==> src/rtl/seq_divider.sv <==
// Restoring divider, one quotient bit per cycle; done at cycle WIDTH+2 after start, no backpressure (start ignored unless IDLE).
// Signed operation is compiled in only when SEQ_DIVIDER_SIGNED_EN is defined; otherwise every operation is unsigned.
module seq_divider #(
  parameter int WIDTH = 32
) (
  input  logic             clk,
  input  logic             rst,
  input  logic             start,
  input  logic [WIDTH-1:0] dividend,
  input  logic [WIDTH-1:0] divisor,
  input  logic             signed_op,
  output logic             busy,
  output logic             done,
  output logic [WIDTH-1:0] quotient,
  output logic [WIDTH-1:0] remainder,
  output logic             div_by_zero
);

  localparam int CW = $clog2(WIDTH);

  typedef enum logic [1:0] {IDLE, CALC, FIX, DONE} state_t;

  state_t           state, state_nxt;
  logic [CW-1:0]    cnt;
  logic [WIDTH-1:0] prem;
  logic [WIDTH-1:0] qacc;
  logic [WIDTH-1:0] dvs;
  logic [WIDTH-1:0] dvd_orig;
  logic [WIDTH:0]   shifted;
  logic [WIDTH:0]   trial;
  logic [WIDTH-1:0] mag_a;
  logic [WIDTH-1:0] mag_b;

`ifdef SEQ_DIVIDER_SIGNED_EN
  logic sign_a, sign_b;
  logic neg_q, neg_r;

  always_comb begin
    sign_a = signed_op & dividend[WIDTH-1];
    sign_b = signed_op & divisor[WIDTH-1];
    mag_a  = sign_a ? -dividend : dividend;
    mag_b  = sign_b ? -divisor  : divisor;
  end

  always_ff @(posedge clk or posedge rst) begin
    if (rst) begin
      neg_q <= 1'b0;
      neg_r <= 1'b0;
    end else if (state == IDLE && start) begin
      neg_q <= sign_a ^ sign_b;
      neg_r <= sign_a;
    end
  end
`else
  logic unused_signed_op;
  assign unused_signed_op = signed_op;
  assign mag_a = dividend;
  assign mag_b = divisor;
`endif

  // Partial remainder stays below the divisor, so the shifted value fits in WIDTH+1 bits.
  assign shifted = {prem, qacc[WIDTH-1]};
  assign trial   = shifted - {1'b0, dvs};

  always_ff @(posedge clk or posedge rst) begin
    if (rst) begin
      state <= IDLE;
    end else begin
      state <= state_nxt;
    end
  end

  always_comb begin
    state_nxt = state;
    case (state)
      IDLE:    if (start) state_nxt = CALC;
      CALC:    if (cnt == '0) state_nxt = FIX;
      FIX:     state_nxt = DONE;
      DONE:    state_nxt = IDLE;
      default: state_nxt = IDLE;
    endcase
  end

  always_comb begin
    busy = (state == CALC) || (state == FIX);
    done = (state == DONE);
  end

  always_ff @(posedge clk or posedge rst) begin
    if (rst) begin
      cnt         <= '0;
      prem        <= '0;
      qacc        <= '0;
      dvs         <= '0;
      dvd_orig    <= '0;
      quotient    <= '0;
      remainder   <= '0;
      div_by_zero <= 1'b0;
    end else begin
      case (state)
        IDLE: begin
          if (start) begin
            qacc     <= mag_a;
            dvs      <= mag_b;
            dvd_orig <= dividend;
            prem     <= '0;
            cnt      <= CW'(WIDTH - 1);
          end
        end
        CALC: begin
          cnt <= cnt - CW'(1);
          if (!trial[WIDTH]) begin
            prem <= trial[WIDTH-1:0];
            qacc <= {qacc[WIDTH-2:0], 1'b1};
          end else begin
            prem <= shifted[WIDTH-1:0];
            qacc <= {qacc[WIDTH-2:0], 1'b0};
          end
        end
        FIX: begin
          if (dvs == '0) begin
            quotient    <= '1;
            remainder   <= dvd_orig;
            div_by_zero <= 1'b1;
          end else begin
`ifdef SEQ_DIVIDER_SIGNED_EN
            quotient    <= neg_q ? -qacc : qacc;
            remainder   <= neg_r ? -prem : prem;
`else
            quotient    <= qacc;
            remainder   <= prem;
`endif
            div_by_zero <= 1'b0;
          end
        end
        default: ;
      endcase
    end
  end

endmodule

==> config.mk <==
export PLATFORM = sky130hd
export DESIGN_NAME = seq_divider
export DESIGN_NICKNAME = d
export VERILOG_FILES = /design/src/rtl/seq_divider.sv
export SDC_FILE = /design/constraint.sdc
export NUM_CORES = 1
export LEC_CHECK = 0
export CAP_MARGIN = 20
export CORE_MARGIN = 2
export CORE_UTILIZATION = 40
export CTS_BUF_LIST = sky130_fd_sc_hd__clkbuf_4 sky130_fd_sc_hd__clkbuf_8 sky130_fd_sc_hd__clkbuf_16
export CTS_CLUSTER_SIZE = 10
export DETAILED_ROUTE_END_ITERATION = 6
export DONT_BUFFER_PORTS = 1
export HOLD_SLACK_MARGIN = 0.1
export PLACE_DENSITY = 0.66
export SLEW_MARGIN = 5
export SYNTH_ARGS = -nofsm -noshare
export SYNTH_HDL_FRONTEND = slang
export SYNTH_SLANG_ARGS = --single-unit
==> constraint.sdc <==
create_clock -name clk -period 9.8 [get_ports clk]
set_input_delay 1.96 -clock clk [delete_from_list [all_inputs] [get_ports clk]]
set_output_delay 1.96 -clock clk [all_outputs]
set_load 0.05 [all_outputs]
After elaboration in Yosys (flattened, before gate mapping). Cells that the tools add are included.

Flip-flop bits (word level): 200. Output and inout port bits: 67. Logic and storage cells: 38.

Add/sub/neg operators: 2. Equality and inequality tests: 5. Mux-type cells: 14. Reductions and logical operators: 8.

Operator list (count): 32-bit two-way mux (5); 32-bit one-hot mux with 2 select lines (2); 33-bit by 32-bit subtractor with 33-bit output (1); 32-bit zero test (1); 5-bit one-hot mux with 2 select lines (1); 2-bit one-hot mux with 4 select lines (1); 2-bit AND reduction (3); 5-bit zero test (1); 5-bit two-way mux (1); 5-bit by 1-bit subtractor with 5-bit output (second input constant) (1); 2-bit equality test (second input constant) (2); 2-bit two-way mux (2); 2-bit inequality test (second input constant) (2); 2-bit by 1-bit equality test with 1-bit output (second input constant) (1); 2-bit zero test (1); 1-bit two-way mux (2); 2-bit nonzero test (1); 1-bit logical OR (1).

Longest topological paths before layout. Gate-level depths: netlist of run 1.

Word-level depth: 3. Mapped depth: 14. Depth with buffers taken out: 12.

Worst setup path after synthesis of run 1. OpenSTA, ideal clock, no wires.

Path type: in2reg. Start: in start. End: reg dvd_orig[0]. Setup time: 125 ps. Data arrival time: 3030 ps. Data required time: 9675 ps. Path slack: 6645 ps. Cell stages on the path: 4. Buffers on the path: 2. Path through: nand2_1 -> clkbuf_1 -> clkbuf_1 -> mux2_2.

Cells in the longest elaborated chain, start to end: 1.

Ends and longest elaborated chain: start: declaration (line 8) `input logic start,`; 2-bit AND reduction (no source line); end signal: assignment (line 105) `dvd_orig <= dividend;`; end: declaration (line 28) `logic [WIDTH-1:0] dvd_orig;`.

No other way between the ends. A chain may end at the register's enable or synchronous reset.

Worst setup path after layout of run 1.
Start: reg state[0]. End: out busy.

Cells in the longest elaborated chain, start to end: 2. Elaborated cells on any way between the ends: 3. Those cells by class: eq/ne: 2; reduce/logical: 1.

Ends and longest elaborated chain: start: declaration (line 23) `state_t state, state_nxt;`; start signal: assignment (line 69) `state <= state_nxt;`; 2-bit by 1-bit equality test with 1-bit output / 2-bit equality test (equally long branches) (line 85) `busy = (state == CALC) || (state == FIX);`; 1-bit logical OR (*) (line 85); end: declaration (line 12) `output logic busy,`.

Every way passes the cells marked *; elsewhere a longest branch is shown, timed or not.

==> results.yml, run 1 <==
critical_path:
  required_ns: 7.84
  slowest_delay_ns: 0.61
  worstPathCellList: "inv_1 > ha_1"
  worstSetupPathType: "flip-flop to output port"
  endpoint_kind: "output port"
  arrival_ns: 1.56
  path_max_fanout: 4
  reg2regPathDepth: 13
  crit_slowest_cell: "ha_1"
  crit_path_start_kind: "flip-flop"
clocking:
  cts_max_level: 4
  ctsResizeCount: 0
  post_cts_buffers: 0
  clock-sinks: 200
  clk_latency_ns: 0.43
  cts_buffers: 17
  cts_tree: "done"
  clk_pin_slew_worst_paths_ns: 0.07
  clockBufferDepth: 2
  cts_hold_repair.buffers: 0
  cts-root-buf: "clkbuf_16"
synth:
  synthArstFlopShare_pct: 100.0
  yosysWarnings: 0
  netlist_area_um2: 10470
  yosysUniqueCellTypes: 71
  syn_nets: 1172
  synth_edf_count: 0
  avgSynthCellArea_um2: 9.831
  synth_flop_cell: "dfrtp_1"
  ys_seq_area_share_pct: 47.80
  netlist_instances: 1065
  synth_seq_cells: 200
timing:
  worst_slew_pin_slew_ns: 0.9891
  fin_crit_ns: 3.519
  final_max_slew_viol_count: 0
  skew_ns: 0.01129
  fin_tns_setup_ns: 0
  max-slew-margin-rel_pct: 33.81
  period_share_pct: 35.90
  fmax_mhz: 284.2
  hold_viol_final: 0
  rsz0062_at_grt: "false"
  setup_viol_count_final: 0
grt:
  antenna_found_initial: 2
  grt_pass1_wl_um: 41950
  grt_max_degree: 125
  grt_use_total_pct: 18.93
  grt_pass1_vias: 7439
  overflow: 0
floorplanning:
  dieArea_um2: 27480
  start_util_pct: 40.41
  die_h_um: 165.8
  die_x_um: 165.8
  ioPinCount: 135
  core_um2: 25910
  rows: 59
detailed_routing:
  ant_nets: 0
  wl_per_cell_um: 18.66
  drc: 0
  vias: 7654
  wirelength_um: 25780
  drt_iter0_drc: 555
  viasPerCell: 5.542
  firstDrtPassIters: 5
power_and_ir_drop:
  pwr_density_cell_nw_per_um2: 402.5
  power.total_uw: 4570
  power.leakage_uw: 0.004819
  ir_drop_mv: 0.1757
cells_and_area:
  final-seq-area_um2: 5005
  nets: 1139
  mostFrequentLayoutCell: "dfrtp_1"
  drive_above_1_share_pct: 12.44
  layout_common_cells: "200 x dfrtp_1, 179 x nor2_1, 97 x a21oi_1"
  multi_input_area_um2: 5009
  syn_to_final_growth_pct: 8.437
  n_fill_cell: 2473
min_path:
  holdPathStages: 1
  min_path_type: "flip-flop to flip-flop"
status:
  status: "completed"
placement:
  portBuffers: 0
  place_hpwl_um: 18440
  gp_congestion: 0.8701
job:
  maxCapViolCount: 0
worst paths after layout:
kind,slack (ns),to,from
max,6.28,busy,state[0]$_DFFE_PP0P_
min,0.50,cnt[0]$_DFFE_PP0P_,cnt[0]$_DFFE_PP0P_
max reg2reg,6.28,prem[13]$_DFFE_PP0P_,qacc[31]$_DFFE_PP0P_
min reg2reg,0.50,cnt[0]$_DFFE_PP0P_,cnt[0]$_DFFE_PP0P_
max in group asynchronous,6.79,prem[27]$_DFFE_PP0P_,rst
min in group asynchronous,1.53,quotient[4]$_DFFE_PP0P_,rst
cell usage after synthesis (13+ instances only):
| cell | instances | area, um^2 |
|---|---|---|
| a21o_1 | 13 | 97.59 |
| o21ai_0 | 19 | 95.09 |
| clkbuf_1 | 40 | 150.1 |
| ha_1 | 38 | 475.5 |
| xnor2_1 | 17 | 148.9 |
| inv_1 | 55 | 206.5 |
| mux2_2 | 65 | 732.0 |
| o21ai_1 | 21 | 105.1 |
| o22ai_1 | 33 | 206.5 |
| dfrtp_1 | 200 | 5005 |
| a21oi_1 | 98 | 490.5 |
| nor2_1 | 180 | 675.7 |
| mux2i_1 | 56 | 560.5 |
| nand2_1 | 59 | 221.5 |
registers in the layout, indices dropped and copies added, names as in the netlist:
signal	flops
cnt	5
div_by_zero	1
dvd_orig	32
dvs	32
prem	32
qacc	32
quotient	32
remainder	32
state	2
kinds of logic (layout without fill, tap and decap cells):
logic type,count (synthesis),in the layout,synth area share (%)
other cells,0,1,0
simple gates,309,309,12.91
flops,200,200,47.80
buf+inv,117,97,4.780
fa+ha+maj,39,39,4.732
xor+xnor,23,23,1.924
mux,121,121,12.34
compound gates,256,256,15.51
where the power goes:
part / total (uW) / internal [uW] / switching, uW
clock network: 742 / 394 / 349
registers: 1940 / 1190 / 745
logic: 1890 / 778 / 1110
metrics by stage:
| stage | instance area (um^2) | cells | util [%] | setup WS, ns | hold WS (ns) |
|---|---|---|---|---|---|
| floorplan | 10470 | 1065 | - | 2.386 | 0.4615 |
| global placement | 10720 | 1348 | 41.36 | 6.195 | 0.4770 |
| detailed placement | 10720 | 1348 | 41.36 | 6.198 | 0.4864 |
| CTS | 11350 | 1380 | 43.81 | 6.248 | 0.4954 |
| global route | 11350 | 1381 | 43.82 | 6.001 | 0.5224 |
| finish | 11350 | 1381 | 43.82 | 6.281 | 0.4951 |
layer usage:
layer | routed length [um] | up-vias | GRT usage, %
met5 | 13 | - | 0
met4 | 383 | 2 | 4.802
met3 | 1353 | 29 | 4.528
met2 | 11560 | 174 | 28.59
met1 | 12460 | 3736 | 27.45
li1 | - | 3713 | -
critical path, delay by kind of cell (launching register included):
family | cells | cell delay (ns)
flip-flops | 1 | 0.40
buffers and inverters | 1 | 0.11
adder cells (fa/ha/maj) | 1 | 0.61
area by class of cell:
class | instances | area share, %
sequential | 200 | 44.08
tap | 335 | 3.692
timing repair buffer | 9 | 0.5951
clock inverter | 15 | 1.829
inverter | 56 | 1.918
antenna | 1 | 0.02204
clock buffer | 17 | 3.747
multi-input combinational | 748 | 44.11
Note: power is estimated with default switching activity, not from simulation.
==> run 2, diff against run 1 <==
clock period = 3.35 ns   (was 9.8 ns; I/O delays follow)
==> run 2 against run 1 <==
Critical path depth grew 11. Utilization grew 0.69 points. First-iteration DRC count shrank 4.9%. Cell area grew 1.6%. Cell count grew 1.1%. Routed wire length grew 0.37%. Global-route usage grew 0.14 points. Count of clock-buffer cells in the layout grew 1. Non-clock buffer count grew 16. Sequential power grew to 2.9 times the previous value. Largest power group is now combinational cells.
==> results.yml, run 2 (synthesis gave the netlist of run 1 again) <==
critical_path:
  worstSetupPathType: "flip-flop to flip-flop"
  crit_slowest_cell: "fa_1"
  endpoint_kind: "flip-flop"
  rrSetupSlack_ns: 0.19
  rr_startpoint: "qacc[31]$_DFFE_PP0P_"
  cp_common_cell: "inv_1"
  required_ns: 3.66
  startpoint: "qacc[31]$_DFFE_PP0P_"
  arrival_ns: 3.47
  cp_num_buf_inv: 3
  slowest_delay_ns: 0.42
  worstPathCellList: "inv_1 > ha_1 > inv_1 > fa_1 > a211oi_1 > o211ai_1 > and2_4 > a21oi_4 > o211a_1 > a211o_1 > buf_12 > mux2i_1 > o21ai_1"
  crit_path_start_kind: "flip-flop"
  path_max_fanout: 21
  cp_top_family: "compound AO/OA/AOI/OAI gates"
detailed_routing:
  ant_nets: 0
  firstDrtPassIters: 5
  viasPerCell: 5.464
  wl_per_cell_um: 18.53
  drc: 0
  drt_iter0_drc: 528
  wirelength_um: 25870
  vias: 7628
timing:
  fin_crit_ns: 3.156
  skew_ns: 0.008717
  hold_viol_final: 0
  setup_viol_count_final: 0
  period_share_pct: 94.20
  fmax_mhz: 316.9
  rsz0062_at_grt: "false"
  fin_tns_setup_ns: 0
  max-slew-margin-rel_pct: 42.49
  worst_slew_pin_slew_ns: 0.8626
  final_max_slew_viol_count: 0
floorplanning:
  die_h_um: 165.8
  ioPinCount: 135
  start_util_pct: 40.41
  dieArea_um2: 27480
  rows: 59
  core_um2: 25910
  die_x_um: 165.8
cells_and_area:
  drive_above_1_share_pct: 13.67
  stdcell_area_um2: 11530
  n_antenna_cell: 0
  mostFrequentLayoutCell: "dfrtp_1"
  stdcell_count: 1396
  nets: 1155
  n_fill_cell: 2495
  layout_common_cells: "200 x dfrtp_1, 179 x nor2_1, 98 x a21oi_1"
  syn_to_final_growth_pct: 10.15
job:
  maxCapViolCount: 0
clocking:
  ctsResizeCount: 0
  post_cts_buffers: 0
  cts-root-buf: "clkbuf_16"
  clock-sinks: 200
  cts_buffers: 17
  cts_max_level: 4
  cts_hold_repair.buffers: 0
  clk_pin_slew_worst_paths_ns: 0.07
  cts_tree: "done"
  clk_latency_ns: 0.43
  clockBufferDepth: 2
power_and_ir_drop:
  ir_drop_mv: 0.5665
  power.leakage_uw: 0.004914
  pwr_density_cell_nw_per_um2: 1164
placement:
  gp_congestion: 0.8835
  dp_cells: 1364
  placed_area_um2: 10930
  place_hpwl_um: 18970
  portBuffers: 0
grt:
  grt_pass1_vias: 7488
  grt_use_total_pct: 19.07
  grt_pass1_wl_um: 42120
  grt_max_degree: 74
  antenna_found_initial: 1
  overflow: 0
status:
  status: "completed"
min_path:
  min_path_type: "input port to async pin"
==> run 2: worst paths after layout <==
path	end	cells after the start
min reg2reg	cnt[0]$_DFFE_PP0P_	1
max in group asynchronous	remainder[5]$_DFFE_PP0P_	2
min in group clk	dvs[17]$_DFFE_PP0P_	1
max reg2reg	prem[2]$_DFFE_PP0P_	13
min	qacc[7]$_DFFE_PP0P_	1
max	prem[2]$_DFFE_PP0P_	13
==> run 2: cell type report <==
type / count / area (um^2) / share of cell area, %
Clock buffer: 18 / 439.2 / 3.808
Multi-Input combinational cell: 748 / 5005 / 43.40
Timing Repair Buffer: 25 / 287.8 / 2.495
Sequential cell: 200 / 5005 / 43.40
Tap cell: 335 / 419.2 / 3.635
Clock inverter: 14 / 162.7 / 1.410
Inverter: 56 / 214.0 / 1.855
==> run 2: metal layers <==
layer	vias to the layer above	global-route usage (%)	part of all wire [%]
met5	-	0	0.043
met4	2	4.386	1.2
met3	21	4.766	5.8
met2	191	28.81	44
met1	3681	27.70	49
li1	3733	-	-
==> run 2: worst reg2reg max path, stage by stage (launching register included) <==
cell and delay, ns:
dfrtp_1 0.40, inv_1 0.11, ha_1 0.17, inv_1 0.05
fa_1 0.42, a211oi_1 0.41, o211ai_1 0.20, and2_4 0.19
a21oi_4 0.17, o211a_1 0.22, a211o_1 0.18, buf_12 0.21
mux2i_1 0.24, o21ai_1 0.08
==> run 2: through the flow <==
step / hold WS, ns / util [%] / power, uW / worst slack, ns
2_1_floorplan: 0.4615 / - / 9957 / 0.09167
3_3_place_gp: 0.4869 / 42.18 / 11210 / 0.3034
3_5_place_dp: 0.4934 / 42.18 / 11340 / 0.2603
4_1_cts: 0.2753 / 44.51 / 13480 / 0.2280
5_1_grt: 0.3220 / 44.51 / 14400 / 0.001834
6_report: 0.2642 / 44.51 / 13420 / 0.1943
==> run 2: report_power, final <==
part	switching [uW]	internal, uW	leakage (uW)
Clock	1010	1090	0.000296
Sequential	2150	3490	0.00234
Combinational	3280	2400	0.00228
